## config.mk

```make
export PLATFORM = sky130hd
export DESIGN_NAME = adder_pipe
export DESIGN_NICKNAME = d
export VERILOG_FILES = /design/src/rtl/adder_pipe.sv
export SDC_FILE = /design/constraint.sdc
export NUM_CORES = 1
export LEC_CHECK = 0
export BUFFER_PORTS_ARGS = -buffer_cell sky130_fd_sc_hd__buf_2
export CORE_UTILIZATION = 36
export DETAILED_ROUTE_END_ITERATION = 6
export SLEW_MARGIN = 20
export SYNTH_ARGS = -nofsm -noshare
export SYNTH_HDL_FRONTEND = slang
export SYNTH_SLANG_ARGS = --single-unit
```

## constraint.sdc

```tcl
create_clock -name clk -period 3 [get_ports clk]
set_input_delay 0.3 -clock clk [delete_from_list [all_inputs] [get_ports clk]]
set_output_delay 0.3 -clock clk [all_outputs]
set_load 0.05 [all_outputs]
```

## src/rtl/adder_pipe.sv

```systemverilog
// Pipelined N-bit add/subtract, one W=N/S chunk resolved per stage; latency S cycles, one op per cycle.
// Backpressure stalls the whole pipeline: in_ready = !out_valid || out_ready (forced low during rst).
// Define ADDER_PIPE_OVF_EN to build the signed-overflow flag; otherwise overflow is tied low.
module adder_pipe #(
    parameter int N = 16,
    parameter int S = 4
) (
    input  logic         clk,
    input  logic         rst,
    input  logic         in_valid,
    output logic         in_ready,
    input  logic [N-1:0] A,
    input  logic [N-1:0] B,
    input  logic         cIn,
    input  logic         sub,
    output logic         out_valid,
    input  logic         out_ready,
    output logic [N-1:0] Sum,
    output logic         cOut,
    output logic         overflow
);
    localparam int W = N / S;

    logic advance;

    assign advance  = !out_valid || out_ready;
    assign in_ready = advance && !rst;

    genvar k;
    for (k = 0; k < S; k++) begin : g_stg
        // Operand bits still waiting for their stage: chunk k sits in the low W bits.
        localparam int AW = N - k * W;

        logic [AW-1:0]        a_in;
        logic [AW-1:0]        b_in;
        logic                 c_in;
        logic                 v_in;
        logic [W:0]           csum;
        logic                 vld_q;
        logic                 c_q;
        logic [(k+1)*W-1:0]   r_q;

        if (k == 0) begin : g_src
            assign a_in = A;
            assign b_in = sub ? ~B : B;
            assign c_in = sub ? ~cIn : cIn;
            assign v_in = in_valid;
        end else begin : g_src
            assign a_in = g_stg[k-1].g_skew.a_q;
            assign b_in = g_stg[k-1].g_skew.b_q;
            assign c_in = g_stg[k-1].c_q;
            assign v_in = g_stg[k-1].vld_q;
        end

        assign csum = {1'b0, a_in[W-1:0]} + {1'b0, b_in[W-1:0]} + {{W{1'b0}}, c_in};

        always_ff @(posedge clk) begin
            if (rst) begin
                vld_q <= 1'b0;
                c_q   <= 1'b0;
            end else if (advance) begin
                vld_q <= v_in;
                c_q   <= csum[W];
            end
        end

        // Finished low chunks are carried along beside the new chunk.
        if (k == 0) begin : g_res
            always_ff @(posedge clk) begin
                if (rst)
                    r_q <= '0;
                else if (advance)
                    r_q <= csum[W-1:0];
            end
        end else begin : g_res
            always_ff @(posedge clk) begin
                if (rst)
                    r_q <= '0;
                else if (advance)
                    r_q <= {csum[W-1:0], g_stg[k-1].r_q};
            end
        end

        if (k < S - 1) begin : g_skew
            logic [AW-W-1:0] a_q;
            logic [AW-W-1:0] b_q;

            always_ff @(posedge clk) begin
                if (rst) begin
                    a_q <= '0;
                    b_q <= '0;
                end else if (advance) begin
                    a_q <= a_in[AW-1:W];
                    b_q <= b_in[AW-1:W];
                end
            end
        end
    end

    assign out_valid = g_stg[S-1].vld_q;
    assign Sum       = g_stg[S-1].r_q;
    assign cOut      = g_stg[S-1].c_q;

`ifdef ADDER_PIPE_OVF_EN
    // Last stage sees the sign bits of both effective operands and of the result chunk.
    logic ovf_q;

    always_ff @(posedge clk) begin
        if (rst)
            ovf_q <= 1'b0;
        else if (advance)
            ovf_q <= (g_stg[S-1].a_in[W-1] == g_stg[S-1].b_in[W-1]) &&
                     (g_stg[S-1].csum[W-1] != g_stg[S-1].a_in[W-1]);
    end

    assign overflow = ovf_q;
`else
    assign overflow = 1'b0;
`endif

endmodule
```

; ---- Word-level counts from Yosys, hierarchy flattened
; Cells that the tools add are included.
[word_totals]
ff_bits = 96
in_bits = 38
out_inout_bits = 20
wordCells = 34
[classes]
add_sub_neg = 8
n_mux = 2
n_bitwise = 2
reduce_logical = 4
[ops]
columns = cell, count
row1 = $add 4x4->5, 4
row2 = $add 5x1->5, 4
row3 = $mux 16, 1
row4 = $not 16->16, 1
row5 = $logic_not 1->1, 2
row6 = $logic_and 1x1->1, 1
row7 = $logic_or 1x1->1, 1
row8 = $mux 1, 1
row9 = $not 1->1, 1

; ---- Logic depth before layout (Yosys ltp)
; Gate-level depths: netlist of the first run.
[logic_depth]
word_depth = 4
depth_mapped = 8
depth_no_buf = 6

; ---- Worst setup path after synthesis of the first run
; No wires, ideal clock.
[synth_timing]
kind = input to register
startpoint = input sub
endpoint = register g_stg[0].c_q
arrival_time_ns = 2.095
path_slack_ns = 0.780
path_stages = 8
path_buffers = 2
path_cell_list = buf_4 -> buf_4 -> xor2_1 -> fa_1 -> fa_1 -> a21o_1 -> a211oi_1 -> a211oi_1
[synth_via]
elab_chain_len = 3
word_cells_on_any_way = 4
cone_classes = add/sub (2) / mux (2)
[synth_lines]
columns = item, line_no
row1 = from (decl), 15  ; input logic sub,
row2 = $mux 16, 45  ; assign b_in = sub ? ~B : B;
row3 = $add 4x4->5, 55  ; assign csum = {1'b0, a_in[W-1:0]} + {1'b0, b_in[W-1:0]} + {{W{1'b0}}, c_in};
row4 = $add 5x1->5 (*), 55
row5 = to (signal assigned), 63  ; c_q <= csum[W];
row6 = to (decl), 40  ; logic c_q;
; Every way passes the cells marked *; elsewhere a longest branch is shown, timed or not.
; A chain may end at the register's enable or synchronous reset.

; ---- Worst setup path after layout of the first run
[layout_timing]
startpoint = register g_stg[2].c_q
endpoint = register g_stg[3].c_q (netlist: cOut)
[layout_via]
elab_chain_len = 1
[layout_lines]
columns = item, line_no
row1 = from (decl), 40
row2 = from (signal assigned), 63
row3 = $add 5x1->5, 55
row4 = to (signal assigned), 63
row5 = to (decl), 40
; No other way between the ends.

==> metrics.md, run 1 <==
| Metric | Value |
|---|---|
| CTS clk-pin slew, worst paths | 0.07 ns |
| FF+latch count, synth | 96 |
| CTS tree | yes |
| Antenna fix cells | 0 |
| CTS Buffer Depth | 2 |
| Syn Nets | 534 |
| CTS buffer count | 9 |
| Setup TNS | 0 ns |
| Routed wire length | 8.32 mm |
| Peak VDD IR | 0.000240 V |
| Crit end category | register |
| Sink Count | 96 |
| Slew HR | 37.2% |
| Area grow syn2layout | 14.3% |
| PortBufs | 56 |
| Final Hold Viols | 0 |
| Critical path launch point type | register |
| DRC viols | 0 |
| Worst R2R Setup Slack | 1.14 ns |
| Comb pwr share | 11.0% |
| Post-synth ARST share | 0% |
| Drt first pass iters | 4 |
| Wire per inst | 12.6 µm |
| Warnings from Yosys | 0 |
| Switching share of total power | 24.2% |
| Max Cap Viol | 0 |
| Cell row count | 38 |
| Vias/cell | 4.75 |
| Design Area, Final | 4710 µm² |
| Internal Pwr Total | 0.00218 W |
| Die Wd | 109 µm |
| Commonest non-fill, non-tap cell in the layout | nand2_1 |
| Fin util | 42.9% |
| Pwr dens | 611 nW/µm² |
| Post-layout nets | 571 |
| Placed Cells | 642 |
| Distinct cell type count after synthesis | 29 |
| Switching power | 0.000698 W |
| H-tree depth | 3 |
| Root Buffer Master | clkbuf_16 |
| Die Footprint | 11900 µm² |
| Setup Skew | 0.00855 ns |
| Setup-failing EPs final | 0 |
| Largest net degree at the start of global routing | 91 |
| CORE AREA | 11000 µm² |
| Initial antenna violation count | 1 |
| Crit path kind | register to register |
| Main synth FF type | dfxtp_1 |
| Fmax | 539 MHz |
| Sequential Area | 1920 µm² |
| Vias in the first global route | 3023 |
| Io pins | 58 |
| DRT antenna net count | 0 |
| Overall Global Routing Usage | 15.1% |
| Final Critical Period | 1.86 ns |
| RSZ-0062 raised after global routing | false |
| Status | complete, no violations |
| Synth Instances | 476 |
| Share of cells above drive strength 1 | 17.0% |
| Post-DP HPWL | 5.46 mm |
| Worst slew pin tran | 0.941 ns |
| Critical Path RT | 3.18 ns |
| Clock power share | 40.2% |
| R2R cell count | 5 |
| Hold Crit Class | input port to register |
| Finished Layout Cells | 658 |
| Final clock period utilization by the worst path | 61.9% |
| Dpl cell area | 4400 µm² |
| Worst EP arrival | 2.03 ns |
| GPL Wtd Cong | 0.755 |
| Sequential fraction of the synthesis area | 46.6% |
| Post-synth EDFFs | 0 |
| Area of the multi-input gates | 1950 µm² |
| First-pass GRT wire length | 14.1 mm |
| Post-CTS Resized | 0 |
| Worst Hold Path Cells | 3 |
| P_leak | 1.94 nW |
| Cts-stage hold buffer count | 0 |
| Sequential power share | 48.8% |
| Congestion Overflow GR | 0 |
| Vias after detailed routing | 3127 |
| PnR Total Power | 0.00288 W |
| Starting Density | 37.5% |
| Die Y-Extent | 109 µm |
| Max-slew violations | 0 |
| Setup bufs post-CTS | 0 |
| CP Max Fanout | 2 |
| Clock latency at the later pin of the worst-skew pair | 0.33 ns |
| Filler cells | 1118 |
| Post-synthesis cell area | 4120 µm² |
| Mean Syn Cell Area | 8.66 µm² |
| Most frequent cells in the layout | 141 x nand2_1, 96 x dfxtp_1, 74 x a21oi_1 |
| Initial DRC Count | 113 |
## power groups by stage
stage	logic [W]	clock network, W	registers [W]
after floorplan	0.000210	0	0.00146
after global placement	0.000311	0	0.00143
after detailed placement	0.000318	0	0.00143
after CTS	0.000321	0.00119	0.00141
after global routing	0.000359	0.00124	0.00142
final	0.000316	0.00116	0.00141
## critical path, cell delays in order (launching register included)
cell      delay, ns
dfxtp_1        0.33
fa_1           0.46
fa_1           0.43
a21o_1         0.18
a211oi_1       0.23
nor3_1         0.07
## cells in the mapped netlist (3+ instances only)
cell | number | area share [%]
fa_1 | 8 | 3.9
dfxtp_1 | 96 | 47
a2111o_1 | 4 | 1.1
buf_2 | 14 | 1.7
xnor2_1 | 14 | 3.0
buf_6 | 8 | 2.2
nand2b_1 | 3 | 0.46
o211ai_1 | 3 | 0.55
nor2_1 | 25 | 2.3
ha_1 | 12 | 3.6
nand3b_1 | 6 | 1.1
xor2_1 | 7 | 1.5
a211oi_2 | 9 | 2.7
a21o_1 | 4 | 0.73
clkbuf_1 | 6 | 0.55
nand2_1 | 141 | 13
a21oi_1 | 74 | 9.0
inv_1 | 8 | 0.73
buf_4 | 6 | 1.1
nor2b_1 | 3 | 0.46
a211oi_1 | 13 | 2.4
## state kept, by name, summed over array words and instances, names as in the netlist
signal	count
Sum	16
g_stg.g_skew.a_q	24
g_stg.r_q	24
cOut	1
g_stg.vld_q	3
out_valid	1
g_stg.c_q	3
g_stg.g_skew.b_q	24
## layer usage
layer  GRT usage [%]  wire, µm  vias up
met5               0        13        -
met4            5.79       104        2
met3            2.87       307       11
met2            23.2      3730       48
met1            20.7      4160     1422
li1                -         -     1644
## layout make-up
| cell class | count | area share, % |
|---|---|---|
| multi-input combinational | 336 | 41.3 |
| timing repair buffer | 62 | 6.96 |
| tap | 140 | 3.72 |
| sequential | 96 | 40.8 |
| inverter | 8 | 0.637 |
| clock buffer | 12 | 5.44 |
| clock inverter | 4 | 1.12 |
## path summary, 6_finish.rpt
| check | from | end |
|---|---|---|
| setup / recovery | g_stg[2].c_q | cOut |
| hold / removal | in_valid | g_stg[0].vld_q |
| setup reg to reg | g_stg[2].c_q | cOut |
| hold reg to reg | Sum[6] | Sum[6] |
## through the flow
| step | hold WS, ns | setup slack [ns] |
|---|---|---|
| after CTS | 0.196 | 1.13 |
| after detailed placement | 0.442 | 0.855 |
| after global routing | 0.211 | 1.05 |
| after floorplan | 0.432 | 0.780 |
| final | 0.203 | 1.14 |
| after global placement | 0.439 | 0.888 |
## cell families (layout without fill, tap and decap cells)
kind of cell	count (synthesis)	count (layout)	share of synthesized area, %
buffers and inverters	44	86	6.44
adder cells (fa/ha/maj)	20	20	7.53
other	1	1	0.0910
AO/OA/AOI/OAI	109	109	16.7
XOR/XNOR	21	21	4.46
AND/OR/NAND/NOR	185	185	18.2
flip-flops	96	96	46.6
Power figures use the tool's default switching activity.
==> run 2, diff against run 1 <==
- clock period: 3 -> 1.9 ns (I/O delays scaled with it)
==> run 2 against run 1 <==
  * Cell count rose by 0.91%
  * Critical path depth is 1 higher
  * Utilization grew 0.99 points
  * Sequential power is 57% higher
  * Global-route usage up 0.13 points
  * Design area grew 2.3%
  * Non-clock buffer count grew 6
  * Die area unchanged
  * First-iteration DRC count down 19%
  * Via count grew 0.45%
  * Largest cell class unchanged
  * Highest routed layer is now met4
==> metrics.md, run 2 (synthesis gave the netlist of run 1 again) <==
| Metric | Value |
|---|---|
| Overall Global Routing Usage | 15.2% (+0.13 points) |
| Slowest-stage cell, CP | fa_1 |
| Peak VDD IR | 0.000423 V (+76%) |
| CTS buffer count | 9 (unchanged) |
| Clock latency at the later pin of the worst-skew pair | 0.34 ns (about the same) |
| Final Hold Viols | 0 (unchanged) |
| R2R cell count | 6 (+1) |
| Hold Crit Class | input port to register |
| Dpl cell area | 4500 µm² (+2.3%) |
| Drt first pass iters | 4 (unchanged) |
| Post-layout nets | 577 (+1.1%) |
| Crit end category | register |
| Congestion Overflow GR | 0 (unchanged) |
| Vias in the first global route | 3097 (+2.4%) |
| Antenna fix cells | 0 (unchanged) |
| Die Y-Extent | 109 µm (unchanged) |
| CORE AREA | 11000 µm² (unchanged) |
| Critical path launch point type | register |
| Design Area, Final | 4820 µm² (+2.3%) |
| Routed wire length | 8.26 mm (-0.72%) |
| Max Cap Viol | 0 (unchanged) |
| Cell row count | 38 (unchanged) |
| Worst EP arrival | 2.01 ns (-0.02 ns) |
| Setup Skew | 0.00675 ns (-0.00181 ns) |
| Final Critical Period | 1.75 ns (-0.109 ns) |
| Worst Hold Path Cells | 3 (unchanged) |
| Fmax | 572 MHz (+6.2%) |
| Share of cells above drive strength 1 | 19.3% (+2.3 points) |
| Cts-stage hold buffer count | 0 (unchanged) |
| Status | complete, no violations |
| Pwr dens | 957 nW/µm² (+56%) |
| CP cell instances | inv_1 > fa_1 > fa_1 > xnor2_1 > nand2_1 > a21oi_1 |
| Setup TNS | 0 ns (unchanged) |
| H-tree depth | 3 (unchanged) |
| DRC viols | 0 (unchanged) |
| Io pins | 58 (unchanged) |
| Crit path kind | register to register |
| Critical Path RT | 2.16 ns (-1.02 ns) |
| Crit path top cell by count | fa_1 |
| Finished Layout Cells | 664 (+0.91%) |
| Wire per inst | 12.4 µm (-1.6%) |
| Starting Density | 37.5% (unchanged) |
| CP Max Fanout | 2 (unchanged) |
| Die Footprint | 11900 µm² (unchanged) |
| Worst Hold Launch | A[5] |
| Sink Count | 96 (unchanged) |
| Most frequent cells in the layout | 141 x nand2_1, 96 x dfxtp_1, 74 x a21oi_1 |
| CTS clk-pin slew, worst paths | 0.07 ns (about the same) |
| Area grow syn2layout | 16.9% |
| RSZ-0062 raised after global routing | false |
| CTS tree | yes |
| Post-DP HPWL | 5.78 mm (+5.9%) |
| Setup-failing EPs final | 0 (unchanged) |
| Max-slew violations | 0 (unchanged) |
| Initial DRC Count | 91 (-19%) |
| FF-to-FF Start | g_stg[0].c_q |
| CTS Buffer Depth | 2 (unchanged) |
| Vias after detailed routing | 3141 (+0.45%) |
| DRT antenna net count | 0 (unchanged) |
| Commonest non-fill, non-tap cell in the layout | nand2_1 |
| Worst path max stage delay | 0.45 ns (about the same) |
| Final clock period utilization by the worst path | 92.0% (+30 points) |
| Hold EP | g_stg[0].g_skew.a_q[1] |
| Placed Cells | 648 (+0.93%) |
| Registers with the most flip-flops | g_stg.g_skew.a_q x24, g_stg.g_skew.b_q x24, g_stg.r_q x24 |
| Vias/cell | 4.73 (-0.46%) |
| Worst R2R Setup Slack | 0.15 ns (-0.99 ns) |
| P_leak | 1.98 nW (+2.3%) |
| GPL Wtd Cong | 0.767 (+1.6%) |
| Initial antenna violation count | 0 (-1) |
| Largest net degree at the start of global routing | 62 (-32%) |
| First-pass GRT wire length | 14.1 mm (+0.29%) |
| FF-to-FF End | g_stg[1].r_q[6] |
| Die Wd | 109 µm (unchanged) |
| Root Buffer Master | clkbuf_16 |
| PortBufs | 56 (unchanged) |
| WHS | 0.0905 ns (-0.113 ns) |
-- run 2: cell types whose count changed in the layout (fill, tap and decap cells not counted), moves of 2 or more --
cell / before / now
fa_1: 8 / 4
inv_6: 0 / 2
fa_2: 0 / 4
buf_4: 7 / 10
buf_12: 0 / 3
-- run 2: through the flow --
step	total power, W	util (%)	setup slack (ns)
final	0.00461	43.9	0.152
after detailed placement	0.00279	41.0	-0.0355
after global placement	0.00277	41.0	0.0171
after global routing	0.00483	43.9	0.0457
after CTS	0.00466	43.8	0.0688
after floorplan	0.00264	-	-0.00186
-- run 2: worst max-delay path by stage --
stage | startpoint | to | cells past startpoint
finish | g_stg[0].c_q | g_stg[1].r_q[6] | 6
global route | g_stg[0].c_q | g_stg[1].c_q | 6
CTS | g_stg[2].c_q | cOut | 5
detailed placement | sub | g_stg[0].c_q | 7
global placement | sub | g_stg[0].c_q | 7
floorplan | sub | g_stg[0].c_q | 8
-- run 2: where the power goes --
| group | switching (W) | internal, W |
|---|---|---|
| Sequential | 0.0000702 | 0.00215 |
| Combinational | 0.000301 | 0.000224 |
| Clock | 0.000794 | 0.00107 |
-- run 2: cell type report --
type                       count  area, µm²
fill                        1129       6160
multi-input combinational    336       1970
sequential                    96       1920
timing repair buffer          68        410
clock buffer                  10        239
tap                          140        175
clock inverter                 6       73.8
inverter                       8       30.0
-- run 2: per-layer routing --
| layer | GRT usage, % | vias up | wire (µm) |
|---|---|---|---|
| li1 | - | 1651 | - |
| met1 | 20.1 | 1430 | 4040 |
| met2 | 24.4 | 47 | 3770 |
| met3 | 2.21 | 13 | 264 |
| met4 | 6.95 | 0 | 183 |
| met5 | 0 | - | 0 |
-- run 2: critical path: cells and delay by family (launching register included) --
family | cells | cell delay (ns)
DFF | 1 | 0.31
buffers and inverters | 1 | 0.06
AOI/OAI and AO/OA | 1 | 0.17
and+or+nand+nor | 1 | 0.08
adders and majority gates | 2 | 0.87
xor gates and xnor gates | 1 | 0.16
-- run 2: repair_timing --
action	4_1_cts	5_1_grt
buffers inserted	0	0
endpoints found under the setup margin	0	1
resized for setup	0	2
==> run 3, diff against run 2 <==
- ABC_AREA: default -> 1
- SKIP_LAST_GASP: default -> 1
==> run 3 against run 2 <==
  * Register-to-register slack improved by 0.095 ns
  * Design area down 2.6%
  * Critical path depth is the same
  * Critical path type unchanged
  * Critical endpoint is now g_stg[1].c_q
  * Largest cell class is now sequential cells
  * Largest power group unchanged
  * Highest routed layer unchanged
==> metrics.md, run 3 <==
| Metric | Value |
|---|---|
| Crit path top cell by count | fa_1 |
| Vias/cell | 4.66 (-1.4%) |
| Largest net degree at the start of global routing | 51 (-18%) |
| Initial antenna violation count | 0 (unchanged) |
| Drt first pass iters | 4 (unchanged) |
| Mean Syn Cell Area | 8.13 µm² (-6.1%) |
| Share of cells above drive strength 1 | 15.0% (-4.2 points) |
| CTS Buffer Depth | 2 (unchanged) |
| P_leak | 2.04 nW (+2.8%) |
| Overall Global Routing Usage | 15.2% (+0.029 points) |
| CP top delay family | adder cells |
| Synth Instances | 499 (+4.8%) |
| Post-synth EDFFs | 0 (unchanged) |
| Commonest non-fill, non-tap cell in the layout | nor2_1 |
| Critical path launch point type | register |
| Initial DRC Count | 82 (-9.9%) |
| Max-slew violations | 0 (unchanged) |
| Setup bufs post-CTS | 0 (unchanged) |
| Synth area leaders | dfxtp_1 47%, nor2_1 12%, o21ai_0 7.3% |
| Post-synth ARST share | 0% (unchanged) |
| CTS buffer count | 9 (unchanged) |
| Yosys top cell area share | 47.3% (+0.72 points) |
| Sink Count | 96 (unchanged) |
| Congestion Overflow GR | 0 (unchanged) |
| CP cell instances | inv_1 > fa_1 > fa_1 > nor2_1 > o21ai_0 > a21oi_1 |
| Most frequent cells in the layout | 135 x nor2_1, 96 x dfxtp_1, 59 x o21ai_0 |
| Final clock period utilization by the worst path | 87.0% (-5.0 points) |
| Commonest cells in the netlist | 135 x nor2_1, 96 x dfxtp_1, 59 x o21ai_0 |
| Hold Crit Class | input port to register |
| Peak VDD IR | 0.000399 V (-5.7%) |
| Root Buffer Master | clkbuf_16 |
| Syn Nets | 557 (+4.3%) |
| Warnings from Yosys | 0 (unchanged) |
| RSZ-0062 raised after global routing | false |
| Final Hold Viols | 0 (unchanged) |
| CTS tree | yes |
| Crit path kind | register to register |
| Setup TNS | 0 ns (unchanged) |
| Die Wd | 108 µm (-0.75%) |
| CORE AREA | 10900 µm² (-0.43%) |
| Area grow syn2layout | 15.6% |
| Setup-failing EPs final | 0 (unchanged) |
| Buf/Inv on CP | 1 (unchanged) |
| Antenna fix cells | 0 (unchanged) |
| Starting Density | 37.1% (-0.41 points) |
| Post-synthesis cell area | 4060 µm² (-1.5%) |
| Final Critical Period | 1.65 ns (-0.0952 ns) |
| DR top layer | met4 |
| Critical Path RT | 2.17 ns (about the same) |
| Io pins | 58 (unchanged) |
| Met2 wire len | 3.55 mm (-5.8%) |
| Clock latency at the later pin of the worst-skew pair | 0.34 ns (about the same) |
| Cell row count | 38 (unchanged) |
| H-tree depth | 3 (unchanged) |
| Met3 WL post-DR | 285 µm (+8.0%) |
| Yosys top cell by area | dfxtp_1 |
| Dpl cell area | 4390 µm² (-2.5%) |
| Die Y-Extent | 108 µm (-0.75%) |
| First-pass GRT wire length | 13.8 mm (-2.2%) |
| Max Cap Viol | 0 (unchanged) |
| Worst EP arrival | 1.93 ns (-0.08 ns) |
| Slowest-stage cell, CP | fa_1 |
| Crit end category | register |
| Distinct cell type count after synthesis | 25 (-14%) |
| Main synth FF type | dfxtp_1 |
| Status | complete, no violations |
| DRT antenna net count | 0 (unchanged) |
| Filler cells | 1158 (+2.6%) |
| Most frequent cell after synthesis | nor2_1 |
| GPL Wtd Cong | 0.800 (+4.3%) |
| Pwr dens | 1010 nW/µm² (+5.2%) |
| Vias in the first global route | 3044 (-1.7%) |
| Post-CTS Resized | 0 (unchanged) |
| Vias after detailed routing | 3194 (+1.7%) |
| Met1 wire length | 4.23 mm (+4.7%) |
| Cts-stage hold buffer count | 0 (unchanged) |
| CP Max Fanout | 2 (unchanged) |
| Die Footprint | 11700 µm² (-1.5%) |
| Fmax | 605 MHz (+5.8%) |
| FF+latch count, synth | 96 (unchanged) |
| Setup Skew | 0.00922 ns (+0.00247 ns) |
| Post-layout nets | 599 (+3.8%) |
| Sequential fraction of the synthesis area | 47.3% (+0.72 points) |
| DRC viols | 0 (unchanged) |
| Design Area, Final | 4690 µm² (-2.6%) |
| Wire per inst | 12.0 µm (-3.9%) |
| Routed wire length | 8.19 mm (-0.84%) |
| Registers with the most flip-flops | g_stg.g_skew.a_q x24, g_stg.g_skew.b_q x24, g_stg.r_q x24 |
| Worst path max stage delay | 0.47 ns (+0.02 ns) |
| CTS clk-pin slew, worst paths | 0.06 ns (about the same) |
| PortBufs | 56 (unchanged) |
| Post-DP HPWL | 5.52 mm (-4.6%) |
run 3: cells by family after synthesis:
logic type,synth area share [%]
buffers and inverters,7.95
AOI/OAI and AO/OA,16.4
xor gates and xnor gates,3.45
and+or+nand+nor,17.1
DFF,47.3
adders and majority gates,7.64
other,0.0924
run 3: area by class of cell:
cell class                      instances  area (µm²)  area share, %
Sequential cell                        96        1920           40.9
Clock inverter                          3        67.6           1.44
Inverter                               26         100           2.13
Clock buffer                           12         236           5.04
Multi-Input combinational cell        344        1810           38.7
Tap cell                              140         175           3.73
Timing Repair Buffer                   64         378           8.05
run 3: routing by layer:
layer  up-vias  GRT usage, %
met5         -             0
met3         9          3.86
li1       1702             -
met1      1429          19.6
met4         0          5.87
met2        54          24.4
run 3: metrics by stage:
stage	hold slack, ns	setup WS [ns]	instances	power, W	util, %
CTS	0.0698	0.247	685	0.00477	42.9
finish	0.0790	0.247	685	0.00472	42.9
detailed placement	0.419	0.0859	670	0.00290	40.1
global route	0.0757	0.132	685	0.00496	42.9
floorplan	0.259	0.0358	499	0.00274	-
global placement	0.415	0.0977	670	0.00289	40.1
run 3: worst reg2reg max path, cell delays in order, from the launching register on:
cell and delay [ns]:
dfxtp_1 0.32, inv_1 0.07, fa_1 0.47, fa_1 0.42, nor2_1 0.12, o21ai_0 0.08
a21oi_1 0.12
run 3: final timing paths:
| check | start | to | slack (ns) | depth (start not counted) |
|---|---|---|---|---|
| worst max-delay path | g_stg[0].c_q | g_stg[1].c_q | 0.25 | 6 |
| worst min-delay path | A[15] | g_stg[0].g_skew.a_q[11] | 0.08 | 3 |
| worst max register to register | g_stg[0].c_q | g_stg[1].c_q | 0.25 | 6 |
| worst min register to register | g_stg[2].vld_q | g_stg[2].vld_q | 0.46 | 2 |
run 3: power by group:
part	internal, W	leakage [nW]	total, W	switching [W]
logic	0.000239	1.10	0.000612	0.000372
registers	0.00217	0.790	0.00225	0.0000793
clock network	0.00115	0.143	0.00187	0.000718
